==> src/rtl/f_deser_pkg.sv <==
// Shared types and constants for the f_deser serial-to-parallel deserializer.
package f_deser_pkg;

    typedef enum logic [1:0] {
        IDLE  = 2'd0,
        SHIFT = 2'd1,
        PAR   = 2'd2
    } state_t;

    localparam int DEF_WIDTH = 8;
    localparam int DEF_DEPTH = 4;

    // Counter must hold 0..w-1; bit w completes the word without being counted.
    function automatic int cnt_width(input int w);
        return (w > 2) ? $clog2(w) : 1;
    endfunction

endpackage

==> src/rtl/f_deser_fifo.sv <==
// Synchronous FIFO for f_deser; head output holds its last value while empty.
module f_deser_fifo #(
    parameter int W     = 8,
    parameter int DEPTH = 4
) (
    input  logic         clk_i,
    input  logic         rst_n_i,
    input  logic         push_i,
    input  logic         pop_i,
    input  logic [W-1:0] din_i,
    output logic         full_o,
    output logic         empty_o,
    output logic [W-1:0] head_o
);

    localparam int AW = (DEPTH > 1) ? $clog2(DEPTH) : 1;

    logic [W-1:0]  mem_q [DEPTH];
    logic [AW:0]   wr_q, rd_q;
    logic [W-1:0]  last_q;
    logic          do_pop, do_push;

    assign empty_o = (wr_q == rd_q);
    assign full_o  = (wr_q[AW] != rd_q[AW]) && (wr_q[AW-1:0] == rd_q[AW-1:0]);
    assign do_pop  = pop_i & ~empty_o;
    // A pop frees the slot on the same edge, so a full FIFO still accepts the write.
    assign do_push = push_i & (~full_o | do_pop);
    assign head_o  = empty_o ? last_q : mem_q[rd_q[AW-1:0]];

    always_ff @(posedge clk_i) begin
        if (do_push) mem_q[wr_q[AW-1:0]] <= din_i;
    end

    always_ff @(posedge clk_i or negedge rst_n_i) begin
        if (!rst_n_i) begin
            wr_q   <= '0;
            rd_q   <= '0;
            last_q <= '0;
        end else begin
            if (do_push) wr_q <= wr_q + 1'b1;
            if (do_pop)  rd_q <= rd_q + 1'b1;
            if (!empty_o) last_q <= mem_q[rd_q[AW-1:0]];
        end
    end

endmodule

==> src/rtl/f_deser.sv <==
// Serial-to-parallel deserializer with output FIFO and sticky overflow.
// Optional even-parity bit per word: define F_DESER_PARITY_EN.
module f_deser
    import f_deser_pkg::*;
#(
    parameter int WIDTH = DEF_WIDTH,
    parameter int DEPTH = DEF_DEPTH
) (
    input  logic             CLK,
    input  logic             RST_N,
    input  logic             F,
    input  logic             EN,
    input  logic             CLR,
    output logic [WIDTH-1:0] DATA,
    output logic             VALID,
    input  logic             READY,
    output logic             OVF,
    output logic             PERR
);

    localparam int CW = cnt_width(WIDTH);
`ifdef F_DESER_PARITY_EN
    localparam int FW = WIDTH + 1;
`else
    localparam int FW = WIDTH;
`endif

    state_t           state_q, state_d;
    logic [CW-1:0]    cnt_q, cnt_d;
    logic [WIDTH-1:0] sr_q, sr_d;
    logic             push, pop, full, empty, ovf_q;
    logic [FW-1:0]    wdata, head;

    always_ff @(posedge CLK or negedge RST_N) begin
        if (!RST_N) begin
            state_q <= IDLE;
            cnt_q   <= '0;
            sr_q    <= '0;
            ovf_q   <= 1'b0;
        end else begin
            state_q <= state_d;
            cnt_q   <= cnt_d;
            sr_q    <= sr_d;
            if (push && full && !pop) ovf_q <= 1'b1;
        end
    end

    always_comb begin
        state_d = state_q;
        cnt_d   = cnt_q;
        sr_d    = sr_q;
        push    = 1'b0;
        wdata   = '0;
        if (CLR) begin
            state_d = IDLE;
            cnt_d   = '0;
        end else if (EN) begin
            case (state_q)
                IDLE: begin
                    sr_d    = {{(WIDTH-1){1'b0}}, F};
                    cnt_d   = CW'(1);
                    state_d = SHIFT;
                end
                SHIFT: begin
                    sr_d = {sr_q[WIDTH-2:0], F};
                    if (cnt_q == CW'(WIDTH - 1)) begin
                        cnt_d = '0;
`ifdef F_DESER_PARITY_EN
                        state_d = PAR;
`else
                        state_d = IDLE;
                        push    = 1'b1;
                        wdata   = {sr_q[WIDTH-2:0], F};
`endif
                    end else begin
                        cnt_d = cnt_q + 1'b1;
                    end
                end
                PAR: begin
                    state_d = IDLE;
`ifdef F_DESER_PARITY_EN
                    push  = 1'b1;
                    wdata = {sr_q, ^{sr_q, F}};
`endif
                end
                default: state_d = IDLE;
            endcase
        end
    end

    assign pop = READY & ~empty;

    f_deser_fifo #(
        .W     (FW),
        .DEPTH (DEPTH)
    ) u_fifo (
        .clk_i   (CLK),
        .rst_n_i (RST_N),
        .push_i  (push),
        .pop_i   (pop),
        .din_i   (wdata),
        .full_o  (full),
        .empty_o (empty),
        .head_o  (head)
    );

    assign DATA  = head[FW-1 -: WIDTH];
    assign VALID = ~empty;
    assign OVF   = ovf_q;
`ifdef F_DESER_PARITY_EN
    assign PERR  = head[0] & ~empty;
`else
    assign PERR  = 1'b0;
`endif

endmodule

==> config.mk <==
export PLATFORM = sky130hd
export DESIGN_NAME = f_deser
export DESIGN_NICKNAME = d
export VERILOG_FILES = /design/src/rtl/f_deser_pkg.sv /design/src/rtl/f_deser_fifo.sv /design/src/rtl/f_deser.sv
export SDC_FILE = /design/constraint.sdc
export NUM_CORES = 1
export LEC_CHECK = 0
export CAP_MARGIN = 20
export CORE_ASPECT_RATIO = 1.2
export CORE_UTILIZATION = 35
export CTS_BUF_LIST = sky130_fd_sc_hd__clkbuf_16
export DETAILED_ROUTE_END_ITERATION = 16
export SLEW_MARGIN = 20
export SYNTH_ARGS = -nofsm -noshare
export SYNTH_HDL_FRONTEND = slang
export SYNTH_SLANG_ARGS = --single-unit
==> constraint.sdc <==
create_clock -name CLK -period 2 [get_ports CLK]
set_input_delay 0.6 -clock CLK [delete_from_list [all_inputs] [get_ports CLK]]
set_output_delay 0.6 -clock CLK [all_outputs]
set_load 0.01 [all_outputs]
# --- Word level (Yosys, flattened, before mapping) ---
# Memories as Yosys holds them, arrays and structs flattened.
# Cells that the tools add are included.
word_totals:
  ram_bits: 32
  reg_bits: 27
  out_inout_bits: 11
  n_memories: 1
  word_cells: 55
  input_bits: 6
mem_list:
  columns: ["memory", "words", "width", "read_ports", "rd_ports_with_merged_regs", "write_ports", "line_no", "text"]
  rows:
  - ["u_fifo.mem_q", 4, 8, 1, 0, 1, "f_deser_fifo.sv:18", "logic [W-1:0] mem_q [DEPTH];"]
classes:
  reduce_logical: 11
  eq_ne: 6
  muxes: 20
  bitwise: 7
  add_sub_neg: 3
op_table:
  columns: ["operator", "n"]
  rows:
  - ["2-to-1 mux 8 bit", 5]
  - ["one-hot mux 7 bit (2 select lines)", 1]
  - ["adder 3 x 1 -> 3 bit, second input constant", 3]
  - ["2-to-1 mux 3 bit", 3]
  - ["2-to-1 mux 1 bit", 6]
  - ["2-to-1 mux 2 bit", 3]
  - ["one-hot mux 3 bit (2 select lines)", 1]
  - ["one-hot mux 2 bit (2 select lines)", 1]
  - ["AND reduction 2 bit", 2]
  - ["nonzero test 2 bit", 2]
  - ["AND 1 bit", 3]
  - ["== test 3 bit", 1]
  - ["== test 3 bit, second input constant", 1]
  - ["logical AND 1 bit", 3]
  - ["!= test 3 bit, second input constant", 1]
  - ["inverter 1 bit", 3]
  - ["AND reduction 3 bit", 1]
  - ["nonzero test 3 bit", 1]
  - ["== test 2 x 1 -> 1 bit, second input constant", 1]
  - ["== test 2 bit", 1]
  - ["logical NOT 2 bit", 1]
  - ["logical NOT 1 bit", 1]
  - ["!= test 1 bit", 1]
  - ["bitwise OR 1 bit", 1]

# --- Logic depth before layout (Yosys ltp) ---
# Gate-level depths: netlist (run 1).
logic_depth:
  depth_word: 8
  depth_mapped: 5
  ltp_nobuf: 5

# --- Hierarchy ---
# From an unflattened synthesis (run 1), not the netlist that was laid out.
hier_totals:
  hier_cells: 160
  hier_area_um2: 2613.8
by_module_without_submodules:
  columns: ["mod", "n_inst", "area_per_inst_um2", "cells_per_inst", "seq_area_each_um2"]
  rows:
  - ["f_deser_fifo", 1, 1949.4, 95, 1311.3]
  - ["f_deser", 1, 664.4, 65, 300.3]

# --- Worst setup path before layout (run 1) ---
# OpenSTA, ideal clock, no wires.
synth_timing:
  path_kind: "register to output"
  from: "reg u_fifo.wr_q[2]"
  to: "out DATA[0]"
  n_path_buf: 1
  t_required_ns: 1.400
  setup_slack_ns: -0.054
  arrival_ns: 1.454
  path_stages_with_launch: 5
  cell_sequence: "dfrtp_1 xor2_1 or3_1 buf_6 mux2_4"
synth_between:
  elab_chain_cells: 2
synth_lines:
  columns: ["item", "line_no", "text"]
  rows:
  - ["start, declared", "f_deser_fifo.sv:19", "logic [AW:0] wr_q, rd_q;"]
  - ["start signal, assigned", "f_deser_fifo.sv:40", "if (do_push) wr_q <= wr_q + 1'b1;"]
  - ["== test 3 bit", "f_deser_fifo.sv:23", "assign empty_o = (wr_q == rd_q);"]
  - ["2-to-1 mux 8 bit", null, null]
  - ["end, declared", "f_deser.sv:14", "output logic [WIDTH-1:0] DATA,"]
# No other way between the ends.

# --- Final worst setup path (run 1) ---
layout_timing:
  from: "reg u_fifo.wr_q[2]"
  to: "out DATA[7]"
# The elaborated chain is that of the path after synthesis.

==> metrics.txt, run 1 <==
status finished, violations left; failing checks setup timing; largest net degree at the start of global routing 27; Final Hold Vio Count 0; root buffer cell clkbuf_16; Hold Crit Class reg2reg; WL/cell 13.5 µm; final net count 229; P_int 3100 µW; router iterations before antenna repair 4; first-pass GRT wire length 6990 µm; Area contributors post-synth edfxtp_1, dfrtp_1, mux4_2; clk buf depth 2; share of layout cells above drive strength 1 35.9%; Clock Power Share 34.6%; Crit-path slowest cell dfrtp_1; P&R area growth vs syn 32.6%; io pins 17; CP arrival 1.88 ns; Initial Util 36.3%; max cap viols 0; maximum clock frequency 404 MHz; Seq/Total Area, Yosys 64.3%; routability cong. 0.724; maximum level of the CTS H-tree 3; Peak VDD IR 0.000752 V; Tcrit/Tclk final 124%; Pwr Total 4150 µW; Sequential Power Share 34.3%; post-route insts no fill 307; DRT iter0 DRCs 42; Rows 33; power per cell area 1250 nW/µm²; Synth top area share 38.4%; initial antenna violation count 0; routed vias 1435; DR top layer met4; CP Launch Type register; crit path setup slack, layout -0.475 ns; mux contribution to synthesized area 13.7%; data required time of the worst path 1.40 ns; Post-synth ARST share 44.8%; # fillers 588; max-slew violation count 0; Ys Warns 0; Critical Path Max Stage Delay 0.40 ns; Syn Nets 176; Mapped Cells 162; Yosys top cell by area edfxtp_1; Main synth FF type edfxtp_1; Critical Path Sink Type output port; DR WL met2 2090 µm; Setup CP Type reg2out; Net Sw Frac 25.3%; HPWL after DPL 2880 µm; worst clock skew 0.00560 ns; total core area 6900 µm²; Post-Synth Simple-Gate Area 8.44%; wl on met1 1830 µm; mapped cell area 2500 µm²; CTS clk-pin slew, worst paths 0.05 ns; die area 7500 µm²; CP Cell Sequence xor2_2, or3_4, buf_6, mux2_4, buf_6; Pleak 0.00132 µW; Psw 1050 µW; post-synthesis cell type count 33; CP Max Fanout 5; routed wire length 4150 µm; Die H 94.7 µm; Die X 79.2 µm; total track usage 12.9%; clock period minus worst slack 2.48 ns; RSZ-0062 raised after global routing yes; compound-gate portion of the synthesized area 4.20%; Port Buf Inserts 15; Post-Syn Area per Cell 15.5 µm²; Vias/cell 4.67; ANT cells 0; Post-synth EDFFs 32; xor and xnor area share after synthesis 2.80%; combinational power share 31.0%; vias in the first global route 1466; # clock sinks 58; Final ANT Viol Nets 0; Remaining Overflow, GRT 0; CTS tree yes; DRC 0; CTS Buf Count 9; CP dominant cell by count buf_6; final setup fails 9; Post-Place Cells 282; adder-cell share of the synthesized area 4.00%; WL met3 114 µm; Worst-Skew Late Latency 0.32 ns; largest family of logic cells by synthesized area multiplexers; Seq cells post-synth 58
placed cells by master, fill, tap and decap left out, types with 2 or more instances in the layout:
cell,count
mux2_4,8
clkinv_1,2
mux2_2,3
mux4_2,8
buf_4,29
clkdlybuf4s50_1,6
xnor2_1,4
xor2_1,2
nor2_1,3
buf_6,13
nand2b_1,3
and2_1,11
a21oi_1,2
edfxtp_1,32
dfrtp_1,26
nand3_1,3
o21ai_0,8
clkinvlp_4,2
clkbuf_16,9
nand2_1,13
ha_1,8
inv_1,5
o211ai_1,2
final timing paths:
check / slack [ns] / cells past startpoint / from / end
worst max-delay path: -0.48 / 5 / u_fifo.wr_q[2] / DATA[7]
worst min-delay path: 0.47 / 2 / sr_q[6] / sr_q[6]
worst max register to register: 0.14 / 6 / u_fifo.rd_q[0] / u_fifo.mem_q[3][0]
worst min register to register: 0.47 / 2 / sr_q[6] / sr_q[6]
max in group asynchronous: 1.08 / 2 / RST_N / cnt_q[0]
min in group asynchronous: 0.66 / 2 / RST_N / u_fifo.last_q[6]
worst max-delay path: cells and delay by family (launching register included):
kind,cells,cell delay (ns)
xor+xnor,1,0.19
buf+inv,2,0.27
mux,1,0.30
flops,1,0.40
simple gates,1,0.39
Yosys cell counts, types with 2 or more instances:
cell,count
clkbuf_1,2
mux4_2,8
mux2_2,3
or3_1,2
o21ai_0,8
nand3_1,3
buf_2,2
inv_1,4
nand2_1,13
nor2_1,3
mux2_4,8
edfxtp_1,32
buf_4,2
a21oi_1,2
ha_1,8
and2_1,11
dfrtp_1,26
xnor2_1,5
o211ai_1,2
nand2b_1,3
xor2_1,3
timing repair:
action / 4_1_cts / 5_1_grt
cloned: 1 / 0
hold endpoints to repair: 0 / 0
setup buffers: 7 / 2
hold buffers: 0 / 0
resized for setup: 50 / 3
setup endpoints to repair: 9 / 38
pin swaps: 2 / 1
cells by family (layout without fill, tap and decap cells):
family,Yosys count,in the layout
buf+inv,11,69
compound gates,16,16
xor+xnor,8,8
flops,58,58
mux,20,20
other cells,1,1
fa+ha+maj,8,8
simple gates,40,40
sequential cells by signal, indices dropped and copies added (netlist names):
signal and count:
sr_q 7, OVF 1, u_fifo.mem_q 32, u_fifo.rd_q 3
state_q 1, u_fifo.wr_q 3, u_fifo.last_q 8, cnt_q 3
through the flow:
stage               hold WS [ns]  setup TNS [ns]  util, %  area (µm²)  setup slack, ns
floorplan                  0.304          -0.305        -        2510          -0.0381
global placement           0.455          -13.26     42.5        2930           -0.478
detailed placement         0.465          -14.56     42.5        2930           -0.514
CTS                        0.479           -4.33     47.9        3300           -0.511
global route               0.496           -4.49     48.2        3320           -0.535
finish                     0.474           -4.03     48.2        3320           -0.475
power groups by stage:
| stage | Sequential (µW) | Clock [µW] | Combinational (µW) |
|---|---|---|---|
| after floorplan | 1440 | 0 | 670 |
| after global placement | 1440 | 0 | 1070 |
| after detailed placement | 1440 | 0 | 1090 |
| after CTS | 1430 | 1460 | 1260 |
| after global routing | 1440 | 1530 | 1380 |
| final | 1430 | 1440 | 1290 |
final cells by class:
type / count / area (µm²) / share of cell area [%]
Timing Repair Buffer: 49 / 444 / 13.4
Sequential cell: 58 / 1610 / 48.5
Inverter: 4 / 15.0 / 0.452
Multi-Input combinational cell: 93 / 855 / 25.7
Clock buffer: 9 / 225 / 6.78
Clock inverter: 7 / 61.3 / 1.85
Tap cell: 87 / 109 / 3.28
routing by layer:
layer	up-vias	GRT usage, %
li1	700	-
met1	699	14.9
met2	26	21.5
met3	10	3.57
met4	0	7.27
met5	-	0
(Power assumes the default switching activity.)
==> run 2: changes to the inputs <==
==> constraint.sdc (replaced) <==
create_clock -name CLK -period 2 [get_ports CLK]
set_input_delay 0.2 -clock CLK [delete_from_list [all_inputs] [get_ports CLK]]
set_output_delay 0.2 -clock CLK [all_outputs]
set_load 0.01 [all_outputs]
==> run 2 against run 1 <==
Effect of this change:
- fmax rose by 17%
- core utilization fell by 0.49 points
- the flow still finishes with violations (setup timing)
- non-clock buffer count decreased by 7
- clock-buffer cell count unchanged
- critical endpoint unchanged
- largest power group unchanged
- final area fell by 1.0%
==> metrics.txt, run 2 (same netlist as run 1, synthesis figures left out) <==
max-slew violation count 0 (unchanged); Crit-path slowest cell dfrtp_2; io pins 17 (unchanged); first-pass GRT wire length 7170 µm (+2.6%); P_int 3190 µW (+2.9%); commonest non-fill, non-tap cell in the layout edfxtp_1; Psw 1040 µW (-0.86%); Reg2Reg Depth 6 (unchanged); Critical Path Max Stage Delay 0.44 ns (+0.04 ns); share of layout cells above drive strength 1 32.9% (-3.0 points); Net Sw Frac 24.6% (-0.70 points); Port Buf Inserts 15 (unchanged); Post-Place Cells 278 (-1.4%); ANT cells 0 (unchanged); CP Launch Type register; P&R area growth vs syn 31.2%; routed wire length 4280 µm (+3.2%); HPWL after DPL 2820 µm (-1.9%); post-route insts no fill 300 (-2.3%); worst clock skew 0.00555 ns (-0.0000564 ns); Die H 94.7 µm (unchanged); crit path setup slack, layout -0.111 ns (+0.365 ns); maximum clock frequency 474 MHz (+17%); Pleak 0.00130 µW (-1.2%); total track usage 13.8% (+0.88 points); die area 7500 µm² (unchanged); DRT iter0 DRCs 71 (+69%); DRC 0 (unchanged); Initial Util 36.3% (unchanged); final setup fails 8 (-1); # fillers 604 (+2.7%); Clock Power Share 36.9% (+2.3 points); CTS clk-pin slew, worst paths 0.05 ns (about the same); root buffer cell clkbuf_16; Hold Crit Class in2async; most frequent cells in the layout edfxtp_1, dfrtp_1, buf_4, nand2_1, and2_1; CP Max Fanout 5 (unchanged); RSZ-0062 raised after global routing yes; clock period minus worst slack 2.11 ns (-0.365 ns); CP arrival 1.91 ns (+0.03 ns); routed vias 1383 (-3.6%); Reg2Reg Setup Slack 0.15 ns (about the same); RR Startpoint cnt_q[0]; Final Hold Vio Count 0 (unchanged); Worst-Skew Late Latency 0.33 ns (about the same); clk buf depth 2 (unchanged); Rows 33 (unchanged); max cap viols 0 (unchanged); Final ANT Viol Nets 0 (unchanged); Crit path max-delay family flip-flops; initial antenna violation count 0 (unchanged); vias in the first global route 1468 (+0.14%); CP Cell Sequence xor2_2, or3_4, buf_8, mux2_4, buf_6; data required time of the worst path 1.80 ns (+0.40 ns); final net count 222 (-3.1%); Peak VDD IR 0.000890 V (+18%); WL/cell 14.3 µm (+5.6%); Remaining Overflow, GRT 0 (unchanged); Vias/cell 4.61 (-1.4%); largest net degree at the start of global routing 27 (unchanged); router iterations before antenna repair 5 (+1); placed cell area 2900 µm² (-0.85%); worst path buffer plus inverter count 2 (unchanged); Die X 79.2 µm (unchanged); Critical Path Sink Type output port; final instance area 3290 µm² (-1.0%); power per cell area 1290 nW/µm² (+3.0%); Sequential Power Share 33.8% (-0.5 points); total core area 6900 µm² (unchanged); DR WL met2 2220 µm (+6.6%); Finished Core Util 47.7% (-0.49 points); DR top layer met4; routability cong. 0.734 (+1.3%); CTS Buf Count 9 (unchanged); combinational power share 29.2% (-1.8 points); maximum level of the CTS H-tree 3 (unchanged); # clock sinks 58 (unchanged); Setup CP Type reg2out; wl on met1 1860 µm (+1.8%); Largest register FFs 32 (unchanged); CTS tree yes; hold buffers post-CTS 0 (unchanged); status finished, violations left; Tcrit/Tclk final 106% (-18 points); failing checks setup timing; WL met3 101 µm (-11%); Reg2Reg Capture Point u_fifo.mem_q[1][2]
## run 2: cell count changes in the layout (fill, tap and decap cells not counted), moves of 2 or more
cell / change
buf_4: -6
buf_6: -4
inv_1: +3
clkinv_1: -2
clkinvlp_4: -2
## run 2: how the worst max path moves through the flow
stage                    endpoint  slack (ns)      startpoint  cells past startpoint
6_report                  DATA[7]       -0.11  u_fifo.rd_q[0]                      5
5_1_grt                   DATA[7]       -0.16  u_fifo.rd_q[0]                      5
4_1_cts                   DATA[7]       -0.12  u_fifo.rd_q[0]                      5
3_5_place_dp              DATA[5]        -0.1  u_fifo.wr_q[1]                      5
3_3_place_gp              DATA[5]       -0.09  u_fifo.rd_q[0]                      5
2_1_floorplan  u_fifo.mem_q[3][0]        0.03  u_fifo.rd_q[0]                      4
## run 2: layer usage
metal | track usage [%] | up-vias
met1 | 15.5 | 665
met4 | 10.9 | 0
met2 | 22.4 | 28
met3 | 3.19 | 7
met5 | 0 | -
li1 | - | 683
## run 2: power groups by stage
stage                     Clock [µW]  Combinational, µW  Sequential [µW]
final                           1560               1240             1430
after global routing            1650               1340             1440
after CTS                       1600               1260             1430
after detailed placement           0               1070             1440
after global placement             0               1050             1450
after floorplan                    0                666             1430
## run 2: area by class of cell
class	count	area (µm²)	share of cell area, %
clock inverter	7	80.1	2.44
clock buffer	9	225	6.85
multi-input combinational	93	847	25.8
tap	87	109	3.31
timing repair buffer	42	398	12.1
inverter	4	15.0	0.457
sequential	58	1610	49.1
## run 2: repair_timing
item	4_1_cts	5_1_grt
cloned	1	0
setup buffers	5	1
setup endpoints to repair	9	8
resized for setup	48	1
pin swaps	1	0
## run 2: through the flow
stage          power [µW]  hold WS (ns)  setup TNS (ns)  setup WS, ns
5_1_grt              4440         0.294           -1.21        -0.158
3_3_place_gp         2500         0.457          -0.694       -0.0933
3_5_place_dp         2520         0.467          -0.754       -0.0980
4_1_cts              4290         0.266          -0.883        -0.120
2_1_floorplan        2100       -0.0956               0        0.0349
6_report             4230         0.250          -0.827        -0.111
